--- src/rtl/cnn_pkg.sv ---
// Shared definitions for the CNN layer blocks: batch-norm sequencer states and
// the parameter memory address map (weight/bias interleaved per channel).
package cnn_pkg;

    typedef enum logic [2:0] {
        IDLE,
        LOAD_W,
        LOAD_B,
        WAIT_B,
        STREAM,
        DRAIN
    } bn_ctrl_state_t;

    localparam int BN_W_OFFSET     = 0;
    localparam int BN_B_OFFSET     = 1;
    localparam int BN_PARAM_STRIDE = 2;

    // Counter width that stays at least one bit when the count is 1.
    function automatic int bn_counter_width(input int n);
        return (n > 1) ? $clog2(n) : 1;
    endfunction

endpackage

--- src/rtl/batch_norm_ctrl_datapath.sv ---
// Batch_norm fixed-point datapath: y = (x * w) >> FRACTION_WIDTH + b, purely
// combinational, truncated to DATA_WIDTH with an overflow flag.
module Batch_norm #(
    parameter int DATA_WIDTH     = 32,
    parameter int FRACTION_WIDTH = 15
) (
    input  logic [DATA_WIDTH-1:0] i_data,
    input  logic [DATA_WIDTH-1:0] i_weight,
    input  logic [DATA_WIDTH-1:0] i_bias,
    output logic [DATA_WIDTH-1:0] o_data,
    output logic                  o_overflow
);

    localparam int PROD_W = 2 * DATA_WIDTH;

    logic signed [PROD_W-1:0] product;
    logic signed [PROD_W-1:0] scaled;
    logic signed [PROD_W:0]   sum;

    // The wide sum fits the narrow word when every bit above its sign bit agrees.
    function automatic logic fits_signed(input logic signed [PROD_W:0] v);
        return (v[PROD_W:DATA_WIDTH-1] == '0) || (v[PROD_W:DATA_WIDTH-1] == '1);
    endfunction

    function automatic logic [DATA_WIDTH-1:0] truncate(input logic signed [PROD_W:0] v);
        return v[DATA_WIDTH-1:0];
    endfunction

    assign product    = PROD_W'($signed(i_data)) * PROD_W'($signed(i_weight));
    assign scaled     = product >>> FRACTION_WIDTH;
    assign sum        = {scaled[PROD_W-1], scaled} + (PROD_W+1)'($signed(i_bias));
    assign o_data     = truncate(sum);
    assign o_overflow = !fits_signed(sum);

endmodule

--- src/rtl/batch_norm_ctrl.sv ---
// Batch-norm sequencer: per channel fetches weight/bias from parameter memory,
// then streams that channel's pixels through Batch_norm with valid/ready on both sides.
module batch_norm_ctrl
    import cnn_pkg::*;
#(
    parameter int DATA_WIDTH         = 32,
    parameter int FRACTION_WIDTH     = 15,
    parameter int NUM_CHANNELS       = 16,
    parameter int PIXELS_PER_CHANNEL = 64,
    parameter int PARAM_ADDR_WIDTH   = $clog2(2 * NUM_CHANNELS)
) (
    input  logic                        i_clk,
    input  logic                        i_rst_n,
    input  logic                        i_start,
    output logic                        o_busy,
    output logic                        o_done,
    output logic                        o_param_rd_en,
    output logic [PARAM_ADDR_WIDTH-1:0] o_param_addr,
    input  logic [DATA_WIDTH-1:0]       i_param_data,
    input  logic                        i_valid,
    output logic                        o_ready,
    input  logic [DATA_WIDTH-1:0]       i_data,
    output logic                        o_valid,
    input  logic                        i_ready,
    output logic [DATA_WIDTH-1:0]       o_data,
    output logic                        o_overflow
);

    localparam int CH_W  = bn_counter_width(NUM_CHANNELS);
    localparam int PIX_W = bn_counter_width(PIXELS_PER_CHANNEL);

    bn_ctrl_state_t state, state_next;

    logic [CH_W-1:0]       ch;
    logic [PIX_W-1:0]      pix;
    logic [DATA_WIDTH-1:0] weight_q;
    logic [DATA_WIDTH-1:0] bias_q;
    logic [DATA_WIDTH-1:0] bn_data;
    logic                  bn_overflow;
    logic                  in_hs;
    logic                  out_hs;
    logic                  last_pix;
    logic                  last_ch;
    logic                  done_next;

    function automatic logic [PARAM_ADDR_WIDTH-1:0] param_addr(input logic [CH_W-1:0] c,
                                                               input int offset);
        return PARAM_ADDR_WIDTH'(int'(c) * BN_PARAM_STRIDE + offset);
    endfunction

    Batch_norm #(
        .DATA_WIDTH     (DATA_WIDTH),
        .FRACTION_WIDTH (FRACTION_WIDTH)
    ) u_batch_norm (
        .i_data     (i_data),
        .i_weight   (weight_q),
        .i_bias     (bias_q),
        .o_data     (bn_data),
        .o_overflow (bn_overflow)
    );

    // A slot opens when the output register is empty or being drained this cycle.
    assign o_ready  = (state == STREAM) && (!o_valid || i_ready);
    assign in_hs    = i_valid && o_ready;
    assign out_hs   = o_valid && i_ready;
    assign last_pix = (pix == PIX_W'(PIXELS_PER_CHANNEL - 1));
    assign last_ch  = (ch == CH_W'(NUM_CHANNELS - 1));

    always_ff @(posedge i_clk or negedge i_rst_n) begin
        if (!i_rst_n) begin
            state <= IDLE;
        end else begin
            state <= state_next;
        end
    end

    always_comb begin
        state_next    = state;
        o_busy        = 1'b1;
        o_param_rd_en = 1'b0;
        o_param_addr  = '0;
        done_next     = 1'b0;
        case (state)
            IDLE: begin
                o_busy = 1'b0;
                if (i_start) state_next = LOAD_W;
            end
            LOAD_W: begin
                o_param_rd_en = 1'b1;
                o_param_addr  = param_addr(ch, BN_W_OFFSET);
                state_next    = LOAD_B;
            end
            LOAD_B: begin
                o_param_rd_en = 1'b1;
                o_param_addr  = param_addr(ch, BN_B_OFFSET);
                state_next    = WAIT_B;
            end
            WAIT_B: state_next = STREAM;
            STREAM: begin
                if (in_hs && last_pix) state_next = last_ch ? DRAIN : LOAD_W;
            end
            DRAIN: begin
                if (!o_valid || i_ready) begin
                    done_next  = 1'b1;
                    state_next = IDLE;
                end
            end
            default: state_next = IDLE;
        endcase
    end

    always_ff @(posedge i_clk or negedge i_rst_n) begin
        if (!i_rst_n) begin
            ch         <= '0;
            pix        <= '0;
            weight_q   <= '0;
            bias_q     <= '0;
            o_data     <= '0;
            o_valid    <= 1'b0;
            o_overflow <= 1'b0;
            o_done     <= 1'b0;
        end else begin
            o_done <= done_next;
            if (state == IDLE && i_start) begin
                ch         <= '0;
                pix        <= '0;
                o_overflow <= 1'b0;
            end
            // Read data lags the strobe by one cycle, so each capture is one state late.
            if (state == LOAD_B) weight_q <= i_param_data;
            if (state == WAIT_B) bias_q   <= i_param_data;
            if (in_hs) begin
                o_data     <= bn_data;
                o_valid    <= 1'b1;
                o_overflow <= o_overflow | bn_overflow;
                pix        <= last_pix ? '0 : pix + 1'b1;
                if (last_pix && !last_ch) ch <= ch + 1'b1;
            end else if (out_hs) begin
                o_valid <= 1'b0;
            end
        end
    end

endmodule

--- config.mk ---
export PLATFORM = sky130hd
export DESIGN_NAME = batch_norm_ctrl
export DESIGN_NICKNAME = d
export VERILOG_FILES = /design/src/rtl/cnn_pkg.sv /design/src/rtl/batch_norm_ctrl_datapath.sv /design/src/rtl/batch_norm_ctrl.sv
export SDC_FILE = /design/constraint.sdc
export NUM_CORES = 2
export LEC_CHECK = 0
export ABC_AREA = 0
export CAP_MARGIN = 15
export CELL_PAD_IN_SITES_DETAIL_PLACEMENT = 1
export CELL_PAD_IN_SITES_GLOBAL_PLACEMENT = 2
export CORE_AREA = 2 2 338 340
export DETAILED_ROUTE_END_ITERATION = 10
export DIE_AREA = 0 0 340 342
export PLACE_DENSITY = 0.79
export SLEW_MARGIN = 20
export SYNTH_ARGS = -nofsm -noshare
export SYNTH_HDL_FRONTEND = slang
export SYNTH_SLANG_ARGS = --single-unit
--- constraint.sdc ---
create_clock -name i_clk -period 9.2 [get_ports i_clk]
set_input_delay 1.84 -clock i_clk [delete_from_list [all_inputs] [get_ports i_clk]]
set_output_delay 1.84 -clock i_clk [all_outputs]
set_load 0.02 [all_outputs]
==> results <==
- The floorplan step defined a core boundary enclosing about 110000 µm².
- The non-filler instance count after layout is between 6k and 7k.
- Clock tree synthesis selected as its root buffer the cell clkbuf_16.
- For this design, the slowest cell found on the critical path is fa_1.
- The effective utilization at floorplan is roughly 38%.
- The count of hold buffers inserted by post-cts repair is 0.
- The number of nets handed over by synthesis was 5914.
- For this design the top-level I/O count stands at 112.
- TritonCTS built the clock tree.
- On the final layout, the worst clock skew is approximately 0.023 ns.
- The aggregate routed wire length is between 150000 and 200000 µm.
- For this run, design rule violations remaining after detail routing come to 0.
- The area of the die is 116000 µm².
- The most common cell after layout, fill and taps aside is fa_1.
- The slew at the pin closest to its max-slew limit is ~0.96 ns.
- The data required time of the worst path is around 9.5 ns.
- The number of buffer and inverter stages on the critical path is 8.
- Detailed placement finished with a half-perimeter wire length of 121000 µm.
- The biggest fanout along the worst timing path is 6.
- The number of antenna violations at the first check in global routing is 5.
- Data on the critical path arrives at its endpoint at ~12 ns.
- For this run, the share of the core covered by cells in the final layout is roughly half.
- Yosys printed 0 warnings.
- In this run the remaining antenna-violating nets after routing total 0.
- The endpoint type of the worst setup path is a flip-flop.
- The checks that failed: setup timing.
- The clock tree synthesis step divided the H-tree into 3 levels.
- For this run, the detailed router's first-pass iteration total came to 4.
- Among cell families on the critical path, the largest total delay comes from adder cells.
- The die outline width is between 300 and 400 µm.
- Max-cap violations in this run came to 0.
- The final net count is 6621.
- Setup slack on the critical path of the routed design comes to -2.32 ns.
- The via count of the first global-routing pass is between 30k and 40k.
- The height of the chip is ~340 µm.
- The average wire per cell in the routed design is between 20 and 25 µm.
- The largest buffer count on any clock path is 2.
- STA classifies the critical path startpoint as a primary input.
- The top cell types in the final layout, fill and taps aside, are fa_1, inv_1, buf_4.
- The max-slew violation total from the final report was 0.
- The maximum number of pins on one net before global-route repair is 64.
- The first global-routing pass estimated around 230000 µm of wire.
- The final-report hold violation count is 0.
- The netlist area before placement is ~43000 µm².
- The floorplan has 124 rows.
- The growth of design area from synthesis to finish is 28.2%.
- The largest single stage delay on the critical path is 0.58 ns.
- Dividing the final minimum period by the clock period gives 125%.
- The total of flip-flops plus latches after synthesis is 112.
- The number of clock buffers inserted by TritonCTS is 9.
- The share of the Yosys chip area taken by registers is 6.58%.
- The cell seen most often among critical-path stages is fa_1.
- The detailed-route vias per instance is 5.03.
- Setup repair after global routing could not meet its margin everywhere.
- The worst slack at placement is -3.08 ns.
- Yosys mapped a number of flops with a built-in enable equal to 0.
- The via count of the routed design is around 34k.
- In the global route stage, overall resource usage came out at about a quarter.
- In this run, distinct cell masters in the synthesized netlist total about 80.
- The clock net sink count is roughly 110.
- Setup violations remaining at the end of the flow were counted as 24.
- The path category of the worst min-delay check is reg -> reg.
- The flow ran to the end, but the final reports show violations.
- The cell count after placement is 6580.
- Routability-driven placement finished with a final weighted congestion of 0.894.
- Of the cells placed in the final design, the portion with a size suffix greater than 1 is 24.4%.
- The number of I/O port buffers is between 100 and 150.
- Headroom to the max-slew limit came out at 34.9%.
- The number of standard cells after synthesis is 4532.
- The fraction of synthesis flops using an asynchronous set or reset pin is 100%.
- The total global routing overflow is 0.
- The detailed router finished its first iteration with about 1.4k violations.
- Clock-pin slew was measured on the worst setup and hold paths at 0.09 ns.
- The average instance in the mapped netlist occupies around 9.4 µm².
- The insertion delay to the later sink of the worst-skew pair is approximately 0.42 ns.
- The startpoint-to-endpoint class of the critical path is in -> reg.
- The top achievable clock speed is approximately 87 MHz.
- The most used flip-flop cell after synthesis is dfrtp_1.
- The worst path in the final design needs a cycle of about 12 ns, including I/O delays and setup.
==> layout make-up <==
class	count	area [µm²]
Multi-Input combinational cell	3204	37000
Inverter	986	3710
Clock buffer	9	225
Antenna cell	1	2.50
Clock inverter	7	97.6
Fill cell	12700	58500
Sequential cell	112	2800
Timing Repair Buffer	926	8900
Tap cell	1512	1890
==> kinds of logic (layout without fill, tap and decap cells) <==
logic type	Yosys count	in the layout	synth area share, %
buf+inv	1216	1928	10.7
fa+ha+maj	1313	1313	57.6
xor+xnor	110	110	2.28
mux	67	67	1.76
flops	112	112	6.58
other cells	0	1	0
compound gates	362	362	5.47
simple gates	1352	1352	15.5
==> worst paths after layout <==
check	startpoint	to	slack (ns)	cells after the start
max in group asynchronous	i_rst_n	weight_q[28]	6.34	2
worst max register to register	weight_q[7]	o_data[30]	-1.23	47
worst min-delay path	o_data[23]	o_data[23]	0.48	2
worst max-delay path	i_data[22]	o_overflow	-2.32	39
worst min register to register	o_data[23]	o_data[23]	0.48	2
min in group asynchronous	i_rst_n	o_data[12]	1.51	1
==> metal layers <==
layer  track usage (%)  up-vias  part of all wire (%)
li1                  -    14800                     -
met1              28.8    18100                    36
met2              49.9      713                    55
met3              1.56      363                   2.6
met4              12.7        2                   6.5
met5                 0        -                 0.011
==> registers in the layout, indices dropped and copies added (netlist names) <==
register    cells
bias_q         32
ch              4
o_data         32
o_done          1
o_overflow      1
o_valid         1
pix             6
state           3
weight_q       32
==> worst register-to-register path, delay by kind of cell (launching register included) <==
family	cells	cell delay [ns]
DFF	1	0.43
adders and majority gates	10	4.73
xor gates and xnor gates	2	0.21
buffers and inverters	21	2.44
and+or+nand+nor	5	0.52
AOI/OAI and AO/OA	9	1.94
==> stage by stage <==
stage | area, µm² | hold WS [ns] | TNS [ns]
2_1_floorplan | 43000 | 0.446 | -8.93
3_3_place_gp | 51000 | 0.460 | -39.45
3_5_place_dp | 51000 | 0.466 | -43.48
4_1_cts | 53200 | 0.488 | -14.52
5_1_grt | 54600 | 0.503 | -28.11
6_report | 54600 | 0.482 | -22.93
==> synthesized netlist by cell type (18+ instances only) <==
cell type	instances	area, µm²
a21oi_1	95	475
mux2_2	64	721
dfrtp_1	112	2800
nand4_1	22	138
xor2_1	41	359
o21ai_0	95	475
nand2_1	632	2370
xnor2_1	68	596
and2_1	490	3070
o21a_1	18	135
ha_1	231	2890
inv_1	985	3700
nor3_1	20	100
fa_1	1082	21700
clkbuf_1	224	841
nand3_1	27	135
a21o_1	54	405
nor2_1	92	345
==> what timing repair did <==
item / in CTS / in global routing
pin swaps: 147 / 152
cloned: 10 / 0
hold endpoints to repair: 0 / 0
gates resized for setup: 353 / 223
endpoints found under the setup margin: 27 / 26
buffers inserted: 89 / 77
Power is left out: the tool's default activity adds up to more than one toggle a clock period on the data nets, which glitch-free logic cannot reach.
